`config.mk`:
```
export PLATFORM = sky130hd
export DESIGN_NAME = approx_dot_accumulator
export DESIGN_NICKNAME = d
export VERILOG_FILES = /design/src/rtl/approx_mac_pkg.sv /design/src/rtl/sat_adder.sv /design/src/rtl/approx_dot_accumulator.sv
export SDC_FILE = /design/constraint.sdc
export NUM_CORES = 1
export LEC_CHECK = 0
export BUFFER_PORTS_ARGS = -buffer_cell sky130_fd_sc_hd__buf_4
export CAP_MARGIN = 30
export CORE_UTILIZATION = 40
export CTS_BUF_LIST = sky130_fd_sc_hd__clkbuf_2
export DETAILED_ROUTE_END_ITERATION = 12
export PLACE_DENSITY = 0.69
export SLEW_MARGIN = 10
export SYNTH_ARGS = -nofsm -noshare
export SYNTH_HDL_FRONTEND = slang
export SYNTH_HIERARCHICAL = 1
export SYNTH_SLANG_ARGS = --single-unit
```
`constraint.sdc`:
```
create_clock -name clk -period 3.9 [get_ports clk]
set_input_delay 0.39 -clock clk [delete_from_list [all_inputs] [get_ports clk]]
set_output_delay 0.39 -clock clk [all_outputs]
set_load 0.01 [all_outputs]
```
`src/rtl/approx_mac_pkg.sv`:
```
// rtl/approx_mac_pkg.sv - shared types and saturating-add helper for the approximate MAC path
package approx_mac_pkg;

  localparam int PROD_W = 16;

  typedef enum logic [1:0] {IDLE, ACCUM, HOLD} acc_state_t;

  // Operands arrive sign-extended to 32 bits; w is the saturation width. Returns {sum, clamp}.
  function automatic logic [32:0] sat_add(input logic [31:0] a, input logic [31:0] b, input int w);
    logic signed [32:0] s;
    logic signed [32:0] max_v;
    logic signed [32:0] min_v;
    s     = $signed({a[31], a}) + $signed({b[31], b});
    max_v = (33'sd1 <<< (w - 1)) - 33'sd1;
    min_v = -(33'sd1 <<< (w - 1));
    if (s > max_v) begin
      sat_add = {max_v[31:0], 1'b1};
    end else if (s < min_v) begin
      sat_add = {min_v[31:0], 1'b1};
    end else begin
      sat_add = {s[31:0], 1'b0};
    end
  endfunction

endpackage

```
`src/rtl/sat_adder.sv`:
```
// rtl/sat_adder.sv - combinational ACC_W-bit saturating adder
module sat_adder
  import approx_mac_pkg::*;
#(
  parameter int ACC_W = 24
) (
  input  logic [ACC_W-1:0] a_i,
  input  logic [ACC_W-1:0] b_i,
  output logic [ACC_W-1:0] sum_o,
  output logic             clamp_o
);

  // The clamped sum always fits ACC_W bits, so the low ACC_W+1 bits carry {sum, clamp}.
  assign {sum_o, clamp_o} = (ACC_W + 1)'(sat_add(32'($signed(a_i)), 32'($signed(b_i)), ACC_W));

endmodule

```
`src/rtl/approx_dot_accumulator.sv`:
```
// rtl/approx_dot_accumulator.sv - streaming saturating dot-product accumulator with valid/ready result
module approx_dot_accumulator
  import approx_mac_pkg::*;
#(
  parameter int ACC_W   = 24,
  parameter int MAX_LEN = 256,
  parameter int CNT_W   = $clog2(MAX_LEN + 1)
) (
  input  logic              clk,
  input  logic              rst,
  input  logic              in_valid,
  output logic              in_ready,
  input  logic [PROD_W-1:0] in_prod,
  input  logic              in_last,
  output logic              out_valid,
  input  logic              out_ready,
  output logic [ACC_W-1:0]  out_sum,
  output logic [CNT_W-1:0]  out_count,
  output logic              out_sat
);

  localparam logic [CNT_W-1:0] CNT_ONE = CNT_W'(1);
  localparam logic [CNT_W-1:0] CNT_MAX = CNT_W'(MAX_LEN);

  acc_state_t       state_q, state_d;
  logic [ACC_W-1:0] acc_q, acc_d;
  logic [CNT_W-1:0] cnt_q, cnt_d;
  logic             sat_q, sat_d;
  logic [ACC_W-1:0] sum_q, sum_d;
  logic [CNT_W-1:0] count_q, count_d;
  logic             osat_q, osat_d;

  logic             accept;
  logic             fresh;
  logic             closes;
  logic             clamp;
  logic [ACC_W-1:0] prod_ext;
  logic [ACC_W-1:0] add_a;
  logic [ACC_W-1:0] add_sum;
  logic [CNT_W-1:0] cnt_inc;

  assign out_valid = (state_q == HOLD);
  assign in_ready  = !out_valid || out_ready;
  assign accept    = in_valid && in_ready;

  // Any beat accepted outside ACCUM opens a new vector: add to zero, restart count and flag.
  assign fresh     = (state_q != ACCUM);
  assign add_a     = fresh ? '0 : acc_q;
  assign cnt_inc   = fresh ? CNT_ONE : cnt_q + CNT_ONE;
  assign closes    = in_last || (cnt_inc == CNT_MAX);
  assign prod_ext  = ACC_W'($signed(in_prod));

  sat_adder #(.ACC_W(ACC_W)) u_sat_adder (
    .a_i     (add_a),
    .b_i     (prod_ext),
    .sum_o   (add_sum),
    .clamp_o (clamp)
  );

  always_comb begin
    state_d = state_q;
    acc_d   = acc_q;
    cnt_d   = cnt_q;
    sat_d   = sat_q;
    sum_d   = sum_q;
    count_d = count_q;
    osat_d  = osat_q;
    if (accept) begin
      acc_d = add_sum;
      cnt_d = cnt_inc;
      sat_d = (fresh ? 1'b0 : sat_q) | clamp;
      if (closes) begin
        state_d = HOLD;
        sum_d   = add_sum;
        count_d = cnt_inc;
        osat_d  = sat_d;
      end else begin
        state_d = ACCUM;
      end
    end else if ((state_q == HOLD) && out_ready) begin
      state_d = IDLE;
    end
  end

  always_ff @(posedge clk) begin
    if (rst) begin
      state_q <= IDLE;
      acc_q   <= '0;
      cnt_q   <= '0;
      sat_q   <= 1'b0;
      sum_q   <= '0;
      count_q <= '0;
      osat_q  <= 1'b0;
    end else begin
      state_q <= state_d;
      acc_q   <= acc_d;
      cnt_q   <= cnt_d;
      sat_q   <= sat_d;
      sum_q   <= sum_d;
      count_q <= count_d;
      osat_q  <= osat_d;
    end
  end

  assign out_sum   = sum_q;
  assign out_count = count_q;
  assign out_sat   = osat_q;

endmodule

```
==> qor.log <==
qor: run_status.status finished, final reports clean
qor: grt.grtUsageMet2 34.21%
qor: grt.pin_count_of_the_biggest_net_entering_global_routing 70
qor: final_layout.layout.core_utilization 46.11%
qor: synthesis.syn_area_per_cell 7.637 um^2
qor: grt.grt_util_met1 31.39%
qor: critical_path.critPathKind flip-flop to flip-flop
qor: placed_design.io_buffer_count 56
qor: grt.antenna_found_initial 0
qor: run.max-cap-violations 0
qor: synthesis.yosys-top-cells-area dfxtp_1 27%, a21oi_1 9.3%, nand2_1 6.4%, ha_1 6.1%, o21ai_0 4.4%
qor: synthesis.post_synth_num_cell_types 87
qor: detailed_routing.firstDrtPassIters 5
qor: sta.rsz0062_at_grt false
qor: clock_tree.clk_pin_slew_worst_paths 0.19 ns
qor: pwr.power_total 1594 uW
qor: final_layout.drive_above_1_share 18.35%
qor: critical_path.cp_data_arrival_time 4.11 ns
qor: sta.timing.slew.headroom 51.77%
qor: hold_path.worstHoldPathType primary input to flip-flop
qor: sta.transition_at_the_pin_with_the_smallest_max_transition_slack 0.7234 ns
qor: synthesis.dominantRegCellSynth dfxtp_1
qor: clock_tree.tritoncts_clock_tree yes
qor: sta.post-route-period-util 93.90%
qor: grt.grt_pass1_vias 4669
qor: die.die_width 115.4 um
qor: pwr.vdd_ir_drop_max 0.2279 mV
qor: synthesis.post_synth_instance_area 0.005140 mm^2
qor: grt.grt_busiest_layer met2
qor: clock_tree.clkLatencyLatePin 0.53 ns
qor: clock_tree.numCtsBuffers 9
qor: sta.fin_worst_hold_slack 0.2287 ns
qor: pwr.cellLeakagePower 0.002298 uW
qor: synthesis.synth_instances 673
qor: critical_path.maximum_fanout_along_the_worst_path 9
qor: sta.clock-skew-final 0.02935 ns
qor: synthesis.synth_async_sr_flop_share 0%
qor: detailed_routing.route.vias.total 5162
qor: grt.globalRoute.totalOverflow 0
qor: critical_path.end_kind flip-flop
qor: final_layout.antenna_cells 0
qor: synthesis.number_of_enable_flip_flop_cells_after_synthesis 0
qor: detailed_routing.viasPerCell 5.826
qor: clock_tree.cts-root-to-sink-buffers 2
qor: detailed_routing.drc 0
qor: detailed_routing.wirelength 14.58 mm
qor: final_layout.flow.area_growth_from_synthesis 12.76%
qor: sta.report.final.hold_viol_count 0
qor: grt.track_usage 22.59%
qor: clock_tree.cts.sinks 70
qor: synthesis.synth_sequential_area_ratio 27.26%
qor: critical_path.timing.critical_path.required 4.35 ns
qor: sta.setup_violations 0
qor: synthesis.netlist.top_cell.by_area dfxtp_1
qor: clock_tree.htree_levels 3
qor: synthesis.synth_top_cell_area_share 27.26%
qor: die.io_pins 57
qor: grt.grt_first_pass_wirelength 23.73 mm
qor: critical_path.critPathLaunchType flip-flop
qor: synthesis.ys.warnings.count 6
qor: detailed_routing.route.detailed.wl_per_inst 16.45 um
qor: detailed_routing.initialDrtViolationCount 398
qor: die.coreArea 0.01257 mm^2
qor: sta.maximum_achievable_frequency 273.1 MHz
qor: grt.met3_usage 3.690%
qor: synthesis.yosys_register_bits 70
qor: detailed_routing.final_antenna_net_count 0
qor: die.dieHeight 115.4 um
qor: die.initial_utilization 40.90%
qor: die.die_area 0.01331 mm^2
qor: placed_design.dp.final_hpwl 10.83 mm
qor: placed_design.final_gp_congestion 0.9145
qor: clock_tree.root_buffer clkbuf_2
qor: sta.finalCriticalPeriod 3.662 ns
qor: sta.slew_violations 0
qor: synthesis.postSynthNetCount 720
qor: die.std_cell_rows 41
qor: final_layout.design.final.nets 757
qor: sta.final.setup.tns 0 ns
qor: pwr.cellPowerDensity 275.1 mW/mm^2
[critical path, stage by stage (launching register included)]
cell and delay (ns):
dfxtp_1 0.45, nor2b_4 0.27, and2_1 0.17, ha_1 0.19
inv_1 0.06, fa_1 0.40, nand2b_1 0.19, a21o_1 0.22
a21boi_4 0.24, a211oi_4 0.13, o2111a_1 0.39, o21ba_2 0.26
a221oi_2 0.31, nand3_1 0.15, a21oi_1 0.14
[final timing paths]
check	startpoint	endpoint	slack, ns	cells after the start
max	state_q[0]	out_sum[11]	0.24	14
min	out_ready	state_q[1]	0.23	4
max reg2reg	state_q[0]	out_sum[11]	0.24	14
min reg2reg	acc_q[22]	acc_q[22]	0.46	2
[flip-flops by register name, indices dropped and copies added, names as in the netlist]
signal	cells
out_sat	1
acc_q	24
sat_q	1
cnt_q	9
out_count	9
state_q	2
out_sum	24
[timing repair]
action,4_1_cts,5_1_grt
buffers inserted,0,0
endpoints found under the setup margin,0,31
hold endpoints to repair,0,0
hold buffers,0,0
resized for setup,0,7
[routing by layer]
| metal | routed length, um | part of all wire (%) |
|---|---|---|
| met1 | 6567 | 45 |
| met2 | 6533 | 45 |
| met3 | 1023 | 7.0 |
| met4 | 454 | 3.1 |
| met5 | 0 | 0 |
[power breakdown]
part	internal (uW)	leakage (uW)	switching [uW]	total, uW
sequential	757	0.000573	22.8	780
combinational	164	0.00166	252	415
clock	143	0.0000652	257	399
[kinds of logic after synthesis]
family,count (synthesis),synth area share (%)
AOI/OAI and AO/OA,247,31.74
and+or+nand+nor,238,23.20
xor gates and xnor gates,21,3.578
DFF,70,27.26
muxes,2,0.3895
adders and majority gates,30,7.279
buffers and inverters,65,6.548
[cells in the final DEF, fill, tap and decap left out, types with 4 or more instances in the layout]
cell | netlist | routed
nor2_1 | 29 | 29
dfxtp_1 | 70 | 70
o21ai_1 | 12 | 13
o211ai_1 | 6 | 6
nor4_1 | 4 | 4
o21ai_0 | 45 | 44
nand2b_1 | 6 | 6
a211oi_1 | 8 | 8
nand2_1 | 88 | 87
and2_1 | 27 | 26
buf_4 | 6 | 75
xor2_1 | 10 | 10
nand4_1 | 12 | 12
nand3_1 | 40 | 40
a31oi_1 | 4 | 4
inv_1 | 15 | 15
ha_1 | 25 | 24
a21oi_2 | 6 | 6
nor3_1 | 6 | 6
a21o_1 | 13 | 13
xnor2_1 | 11 | 11
a21oi_1 | 96 | 96
clkbuf_2 | 1 | 10
[Yosys cell counts (all sizes together) (7+ instances only)]
master    n
a211oi    9
a21o     14
a21oi   103
and2     30
buf      27
clkbuf   23
dfxtp    70
ha       25
inv      15
nand2    89
nand3    41
nand4    13
nor2     31
nor3      7
o21ai    58
xnor2    11
xor2     10
[metrics by stage]
step	cells	instance area, um^2	setup slack, ns
floorplan	673	5140	0.3941
finish	886	5796	0.2379
detailed placement	870	5644	0.1115
CTS	885	5746	0.02080
global placement	870	5644	0.2062
global route	886	5796	0.02356
[layout make-up]
| type | instances | area, um^2 |
|---|---|---|
| Fill cell | 1247 | 6773 |
| Multi-Input combinational cell | 538 | 3438 |
| Sequential cell | 70 | 1401 |
| Timing Repair Buffer | 76 | 583.1 |
| Tap cell | 172 | 215.2 |
| Inverter | 15 | 56.30 |
| Clock inverter | 5 | 51.30 |
| Clock buffer | 10 | 50.05 |
Power figures use the tool's default switching activity.
